<file path="src/rtl/dir_entry_scanner.sv">
`default_nettype none
// ============================================================================
// Module      : dir_entry_scanner
// Description : Walks one 512-byte FAT directory sector (16 entries x 32 B)
//               held in the directory BRAM, classifies each entry and hands
//               every playable file entry to the extractor. The title and
//               start cluster returned by the extractor are stored in a small
//               song table that the UI / playback logic reads back.
//               The single BRAM read port is shared: the extractor owns it
//               while the scanner waits for its answer.
// Ports       : clk, rst (sync, active-high)
//               start                      - begin a scan of the loaded sector
//               bram_addr / bram_data      - BRAM read port (2-cycle latency)
//               ext_start_addr/ext_in_valid- launch to extractor
//               ext_dir_bram_addr          - extractor's BRAM address request
//               ext_song_title/ext_cluster/
//               ext_out_valid              - extractor result
//               rd_index/rd_title/rd_cluster - song table read port (1 cycle)
//               song_count, busy, scan_done, table_full, ext_timeout - status
// Revision    : 1.0 - initial release
// ============================================================================
module dir_entry_scanner #(
    parameter int MAX_SONGS   = 8,
    parameter int EXT_TIMEOUT = 64
) (
    input  logic                           clk,
    input  logic                           rst,
    input  logic                           start,
    output logic [8:0]                     bram_addr,
    input  logic [7:0]                     bram_data,
    output logic [8:0]                     ext_start_addr,
    output logic                           ext_in_valid,
    input  logic [8:0]                     ext_dir_bram_addr,
    input  logic [79:0]                    ext_song_title,
    input  logic [15:0]                    ext_cluster,
    input  logic                           ext_out_valid,
    input  logic [$clog2(MAX_SONGS)-1:0]   rd_index,
    output logic [79:0]                    rd_title,
    output logic [15:0]                    rd_cluster,
    output logic [$clog2(MAX_SONGS):0]     song_count,
    output logic                           busy,
    output logic                           scan_done,
    output logic                           table_full,
    output logic                           ext_timeout
);

    localparam int c_IDX_W = $clog2(MAX_SONGS);
    localparam int c_CNT_W = c_IDX_W + 1;
    localparam int c_TMR_W = $clog2(EXT_TIMEOUT) + 1;

    typedef enum logic [3:0] {
        S_IDLE     = 4'd0,
        S_RD_NAME  = 4'd1,
        S_WAIT_N   = 4'd2,
        S_RD_ATTR  = 4'd3,
        S_WAIT_A   = 4'd4,
        S_CLASSIFY = 4'd5,
        S_LAUNCH   = 4'd6,
        S_WAIT_EXT = 4'd7,
        S_NEXT     = 4'd8,
        S_DONE     = 4'd9
    } state_t;

    state_t               r_state;
    logic                 r_wait;
    logic [3:0]           r_entry;
    logic [7:0]           r_byte0;
    logic [8:0]           r_bram_addr;
    logic [8:0]           r_ext_start_addr;
    logic                 r_ext_in_valid;
    logic [c_TMR_W-1:0]   r_timer;
    logic [c_CNT_W-1:0]   r_count;
    logic                 r_busy;
    logic                 r_scan_done;
    logic                 r_full;
    logic                 r_timeout;
    logic [79:0]          r_title_mem   [MAX_SONGS];
    logic [15:0]          r_cluster_mem [MAX_SONGS];
    logic [79:0]          r_rd_title;
    logic [15:0]          r_rd_cluster;

    logic [8:0]           w_entry_base;
    logic                 w_end_of_dir;
    logic                 w_skip;
    logic                 w_rd_hit;

    assign w_entry_base = {r_entry, 5'd0};

    // In CLASSIFY the attribute byte is on bram_data (its read was issued
    // in RD_ATTR and the two wait cycles have elapsed).
    assign w_end_of_dir = (r_byte0 == 8'h00);
    assign w_skip       = (r_byte0 == 8'hE5) || (r_byte0 == 8'h2E) ||
                          (bram_data == 8'h0F) || bram_data[3] || bram_data[4];

    // The extractor drives the BRAM directly while we wait on its result.
    assign bram_addr = (r_state == S_WAIT_EXT) ? ext_dir_bram_addr : r_bram_addr;

    always_ff @(posedge clk) begin
        if (rst) begin
            r_state          <= S_IDLE;
            r_wait           <= 1'b0;
            r_entry          <= 4'd0;
            r_byte0          <= 8'd0;
            r_bram_addr      <= 9'd0;
            r_ext_start_addr <= 9'd0;
            r_ext_in_valid   <= 1'b0;
            r_timer          <= '0;
            r_count          <= '0;
            r_busy           <= 1'b0;
            r_scan_done      <= 1'b0;
            r_full           <= 1'b0;
            r_timeout        <= 1'b0;
            for (int i = 0; i < MAX_SONGS; i++) begin
                r_title_mem[i]   <= 80'd0;
                r_cluster_mem[i] <= 16'd0;
            end
        end else begin
            r_scan_done <= 1'b0;
            case (r_state)
                S_IDLE: begin
                    if (start) begin
                        r_count   <= '0;
                        r_full    <= 1'b0;
                        r_timeout <= 1'b0;
                        r_entry   <= 4'd0;
                        r_busy    <= 1'b1;
                        r_state   <= S_RD_NAME;
                    end
                end
                S_RD_NAME: begin
                    r_bram_addr <= w_entry_base;
                    r_wait      <= 1'b0;
                    r_state     <= S_WAIT_N;
                end
                S_WAIT_N: begin
                    r_wait <= 1'b1;
                    if (r_wait) begin
                        r_state <= S_RD_ATTR;
                    end
                end
                S_RD_ATTR: begin
                    // Name byte 0 is valid this cycle; issue the attribute read.
                    r_byte0     <= bram_data;
                    r_bram_addr <= w_entry_base + 9'd11;
                    r_wait      <= 1'b0;
                    r_state     <= S_WAIT_A;
                end
                S_WAIT_A: begin
                    r_wait <= 1'b1;
                    if (r_wait) begin
                        r_state <= S_CLASSIFY;
                    end
                end
                S_CLASSIFY: begin
                    if (w_end_of_dir) begin
                        r_state <= S_DONE;
                    end else if (w_skip) begin
                        r_state <= S_NEXT;
                    end else begin
                        r_ext_start_addr <= w_entry_base;
                        r_ext_in_valid   <= 1'b1;
                        r_state          <= S_LAUNCH;
                    end
                end
                S_LAUNCH: begin
                    r_ext_in_valid <= 1'b0;
                    r_timer        <= '0;
                    r_state        <= S_WAIT_EXT;
                end
                S_WAIT_EXT: begin
                    if (ext_out_valid) begin
                        r_title_mem[r_count[c_IDX_W-1:0]]   <= ext_song_title;
                        r_cluster_mem[r_count[c_IDX_W-1:0]] <= ext_cluster;
                        r_count <= r_count + c_CNT_W'(1);
                        r_state <= S_NEXT;
                    end else if (r_timer == c_TMR_W'(EXT_TIMEOUT - 1)) begin
                        r_timeout <= 1'b1;
                        r_state   <= S_DONE;
                    end else begin
                        r_timer <= r_timer + c_TMR_W'(1);
                    end
                end
                S_NEXT: begin
                    if (r_count == c_CNT_W'(MAX_SONGS)) begin
                        r_full  <= 1'b1;
                        r_state <= S_DONE;
                    end else if (r_entry == 4'd15) begin
                        r_state <= S_DONE;
                    end else begin
                        r_entry <= r_entry + 4'd1;
                        r_state <= S_RD_NAME;
                    end
                end
                S_DONE: begin
                    r_scan_done <= 1'b1;
                    r_busy      <= 1'b0;
                    r_state     <= S_IDLE;
                end
                default: begin
                    r_state <= S_IDLE;
                end
            endcase
        end
    end

    // Song table read port; slots beyond the current count read as zero
    // so stale entries from an earlier scan never leak out.
    assign w_rd_hit = ({1'b0, rd_index} < r_count);

    always_ff @(posedge clk) begin
        if (rst) begin
            r_rd_title   <= 80'd0;
            r_rd_cluster <= 16'd0;
        end else if (w_rd_hit) begin
            r_rd_title   <= r_title_mem[rd_index];
            r_rd_cluster <= r_cluster_mem[rd_index];
        end else begin
            r_rd_title   <= 80'd0;
            r_rd_cluster <= 16'd0;
        end
    end

    assign ext_start_addr = r_ext_start_addr;
    assign ext_in_valid   = r_ext_in_valid;
    assign rd_title       = r_rd_title;
    assign rd_cluster     = r_rd_cluster;
    assign song_count     = r_count;
    assign busy           = r_busy;
    assign scan_done      = r_scan_done;
    assign table_full     = r_full;
    assign ext_timeout    = r_timeout;

endmodule
`default_nettype wire

</file>
<file path="config.mk">
export PLATFORM = sky130hd
export DESIGN_NAME = dir_entry_scanner
export DESIGN_NICKNAME = d
export VERILOG_FILES = /design/src/rtl/dir_entry_scanner.sv
export SDC_FILE = /design/constraint.sdc
export NUM_CORES = 1
export LEC_CHECK = 0
export CORE_ASPECT_RATIO = 1.25
export CORE_UTILIZATION = 56
export CTS_CLUSTER_DIAMETER = 200
export DETAILED_ROUTE_END_ITERATION = 6
export PLACE_DENSITY = 0.73
export SYNTH_ARGS = -nofsm -noshare
export SYNTH_HDL_FRONTEND = slang
export SYNTH_SLANG_ARGS = --single-unit
export TNS_END_PERCENT = 30
</file>
<file path="constraint.sdc">
create_clock -name clk -period 13.8 [get_ports clk]
set_input_delay 2.76 -clock clk [delete_from_list [all_inputs] [get_ports clk]]
set_output_delay 2.76 -clock clk [all_outputs]
set_load 0.005 [all_outputs]
</file>
# [After elaboration in Yosys (flattened, before gate mapping)]
# Memory sizes are Yosys's and may differ from the RTL's. A register that Yosys moved wholly into a read port is not among the register bits.
# Index checks and enable logic that the tools add are counted.
# Widths: inputs -> output; s select.
[classes] n_addsub=4 order_cmp=1 eq_ne=28 n_mux=46 n_bitwise=3 n_reduce_logical=27
[op_table] cell="$mux 80" n=1
[op_table] cell="$reduce_or 80->1" n=1
[op_table] cell="$mux 4" n=13
[op_table] cell="$pmux 4 s9" n=1
[op_table] cell="$ne 2x2->1 const B" n=11
[op_table] cell="$pmux 9 s2" n=1
[op_table] cell="$eq 4x3->1 const B" n=4
[op_table] cell="$eq 4x4->1 const B" n=4
[op_table] cell="$mux 1" n=16
[op_table] cell="$mux 16" n=1
[op_table] cell="$pmux 4 s2" n=2
[op_table] cell="$reduce_or 16->1" n=1
[op_table] cell="$reduce_and 3->1" n=5
[op_table] cell="$mux 7" n=2
[op_table] cell="$pmux 7 s2" n=1
[op_table] cell="$reduce_bool 2->1" n=7
[op_table] cell="$reduce_and 4->1" n=3
[op_table] cell="$pmux 1 s2" n=5
[op_table] cell="$add 9x4->9 const B" n=1
[op_table] cell="$mux 9" n=1
[op_table] cell="$add 4x1->4 const B" n=2
[op_table] cell="$eq 4x2->1 const B" n=2
[op_table] cell="$eq 8x4->1 const B" n=1
[op_table] cell="$eq 8x6->1 const B" n=1
[op_table] cell="other kinds (14)" n=22
[totals] register_bits=46 ram_bits=768 input_bits=120 wordCells=124 n_memories=2
[memory_table] name="r_title_mem" words=8 word_bits=80 rd=1 rd_clocked_by_memory_dff=1 wr=8 line="77" source="logic [79:0] r_title_mem [MAX_SONGS];"
[memory_table] name="r_cluster_mem" words=8 word_bits=16 rd=1 rd_clocked_by_memory_dff=1 wr=8 line="78" source="logic [15:0] r_cluster_mem [MAX_SONGS];"

# [Longest topological paths before layout]
[depth] depth_word=8 depth_mapped=8 ltp_nobuf=7

# [Worst setup path before layout]
# Ideal clock, no wire load.
[synth_path] path_kind="input to register" startpoint="in rst" endpoint="mem r_cluster_mem[7][0] (enable)" setup_time_ns=0.684 arrival_time_ns=9.922 setup_slack_ns=3.195 stages=3 path_buffers=0 path_cell_list="inv_1 nand4_4 o21ai_0"
[synth_rtl] item="start, declared" line="27" source="input logic rst,"
[synth_rtl] item="end, declared" line="78"

==> impl_metrics.env <==
export IMPL_use_met1_pct=31.71
export IMPL_yosys_top_cells_area="edfxtp_1, and2_1, mux4_2"
export IMPL_vias=20970
export IMPL_grt_util_all_layers_pct=25.22
export IMPL_synth_seq_cells=906
export IMPL_avgRoutedWirePerCell_um=24.11
export IMPL_syn_inst=2445
export IMPL_ioPinCount=243
export IMPL_cts_tree="done"
export IMPL_reg2reg_from="r_state[0]"
export IMPL_p_leak_uw=0.01622
export IMPL_final_antenna_net_count=0
export IMPL_via_per_inst=5.844
export IMPL_initial_core_util_pct=56.54
export IMPL_yosysUniqueCellTypes=58
export IMPL_grt_pass1_wl_um=131100
export IMPL_timing_setup_tns_ns=0
export IMPL_crit_path_frequent_cell="buf_4"
export IMPL_max_slew_margin_rel_pct=22.43
export IMPL_cts_resized=0
export IMPL_synth_area_mm2=0.03845
export IMPL_grt_ovfl_total=0
export IMPL_syn2layout_area_growth_pct=15.42
export IMPL_clock_skew_ns=0.02102
export IMPL_synth_edf_count=768
export IMPL_met3_usage_pct=4.127
export IMPL_post_cts_setup_buffer_count=0
export IMPL_path_cells="clkdlybuf4s50_1 -> buf_4 -> inv_1 -> nand4_4 -> nor3_4 -> buf_4 -> or2_4 -> buf_4"
export IMPL_cp_max_fo=97
export IMPL_status="finished, final reports clean"
export IMPL_min_from="r_byte0[4]"
export IMPL_drive_above_1_share_pct=14.29
export IMPL_worstPathRequired_ns=14.05
export IMPL_antenna_found_initial=7
export IMPL_ir_drop_mv=0.1041
export IMPL_dieHeight_um=295.0
export IMPL_netlist_area_leader_share_pct=59.97
export IMPL_holdCritPathClass="reg -> reg"
export IMPL_synth_largest_area_cell="edfxtp_1"
export IMPL_fillers=4710
export IMPL_antennaDiodeCount=0
export IMPL_htreeDepth=3
export IMPL_ys_seq_area_share_pct=67.16
export IMPL_hold_buffers=0
export IMPL_die_w_um=236.4
export IMPL_num_rows=107
export IMPL_hpwl_um=47060
export IMPL_cts_buffer_depth=3
export IMPL_grt_setup_unrepaired="no"
export IMPL_post_route_period_util_pct=50.12
export IMPL_max_freq_ghz=0.1446
export IMPL_finalSetupViolCount=0
export IMPL_coreArea_mm2=0.06801
export IMPL_grt_pass1_vias=22230
export IMPL_synth_commonest_cells="and2_1, edfxtp_1, mux4_2, dfxtp_1, nor2_1"
export IMPL_regArea_mm2=0.02582
export IMPL_crit_buf_inv=5
export IMPL_dieArea_mm2=0.06972
export IMPL_clkLatencyLatePin_ns=0.64
export IMPL_arrival_ns=7.16
export IMPL_period_minus_slack_ns=6.916
export IMPL_grt_max_degree=98
export IMPL_hold_viol_final=0
export IMPL_port_buffer_count=237
export IMPL_avgSynthCellArea_um2=15.73
export IMPL_crit_path_end_kind="flip-flop"
export IMPL_cts_sinks=906
export IMPL_gr_max_usage_layer="met2"
export IMPL_place_congestion=0.7839
export IMPL_crit_path_start="rst"
export IMPL_max_stage_delay_ns=0.86
export IMPL_cp_slowest_cell="buf_4"
export IMPL_multiInputGateArea_mm2=0.01194
export IMPL_grtUsageMet2_pct=45.10
export IMPL_r2r_setup_slack_ns=9.19
export IMPL_drc=0
export IMPL_routed_wl_um=86520
export IMPL_powerDensity_mw_per_mm2=132.9
export IMPL_clk_pin_slew_ns=0.06
export IMPL_maxSlewViolCount=0
export IMPL_worstMarginPinSlew_ns=1.164
export IMPL_drt_iter0_markers=1916
export IMPL_drv_cap=0
export IMPL_yosysWarnings=0
export IMPL_synthFlopType="edfxtp_1"
export IMPL_critPathKind="in -> reg"
export IMPL_dpl_cell_area_mm2=0.04151
export IMPL_first_pass_iters=5
export IMPL_synthArstFlopShare_pct=0
export IMPL_power_uw=5896
export IMPL_yosysMostFrequentCell="and2_1"
export IMPL_cp_start_kind="input port"
export IMPL_tritoncts_num_buffers=85
export IMPL_cts_root_buf="clkbuf_16"
export IMPL_nets=2769
export IMPL_cp_top_family="buffers and inverters"
export IMPL_finalInstanceArea_mm2=0.04438
-- through the flow --
step	setup slack (ns)	cells	util (%)	hold WS, ns
global placement	6.255	3428	61.04	0.4527
CTS	6.856	3588	65.26	0.4637
detailed placement	6.187	3428	61.04	0.4549
global route	6.629	3588	65.26	0.4901
floorplan	3.195	2449	-	0.4394
finish	6.884	3588	65.26	0.4626
-- logic make-up after synthesis --
logic type	count (synthesis)	share of synthesized area, %
AND/OR/NAND/NOR	1006	15.53
flip-flops	906	67.16
multiplexers	298	14.00
buffers and inverters	170	2.063
AO/OA/AOI/OAI	50	0.8557
XOR/XNOR	8	0.1822
adder cells (fa/ha/maj)	6	0.1952
other	1	0.009752
-- per-layer routing --
| metal | routed length, µm | vias to the layer above |
|---|---|---|
| met5 | 81 | - |
| met4 | 1939 | 12 |
| met3 | 5075 | 147 |
| met2 | 45470 | 682 |
| met1 | 33950 | 10850 |
| li1 | - | 9276 |
-- tightest hold or removal path, cell delays in order (launching register included) --
cell,delay [ns]
dfxtp_1,0.31
nand2_1,0.05
a21oi_1,0.05
-- cells in the final DEF, fill, tap and decap left out, types with 4 or more instances in the layout --
cell,n
clkinv_2,21
dfxtp_1,138
clkbuf_16,89
nand4b_1,4
inv_1,6
clkbuf_1,16
nor2_4,6
nand4_1,4
nor3_1,8
edfxtp_1,768
clkinv_1,11
mux2i_1,106
buf_4,34
ha_1,6
nor2_1,129
a21oi_1,16
bufinv_16,9
mux4_2,192
o21ai_0,5
o21ai_4,7
nand2_1,50
conb_1,5
clkdlybuf4s50_1,234
xor2_1,5
clkbuf_8,8
and2_1,773
nand3_1,4
-- final timing paths --
check                                           to  depth (start not counted)
worst max-delay path            r_title_mem[1][34]                          8
worst min-delay path                    r_byte0[4]                          2
worst max register to register  r_title_mem[1][34]                          6
worst min register to register          r_byte0[4]                          2
-- registers in the layout, summed over array words and instances (netlist names), 5 cells and up --
name           flops
r_title_mem      640
r_cluster_mem    128
rd_title          80
rd_cluster        16
r_byte0            8
r_timer            7
r_bram_addr        5
-- report_power, final --
group | switching [µW] | internal (µW) | leakage [µW]
Clock | 1010 | 1390 | 0.00142
Sequential | 44.7 | 3050 | 0.00905
Combinational | 218 | 176 | 0.00576
Total | 1280 | 4620 | 0.0162
-- cell type report --
cell class / instances / area share (%)
well taps: 872 / 2.458
repair buffers: 271 / 5.943
inverters: 6 / 0.05075
clock inverters: 48 / 1.088
multi-input cells: 1373 / 26.90
flip-flops and latches: 906 / 58.19
clock buffers: 112 / 5.371
(Power assumes the default switching activity.)
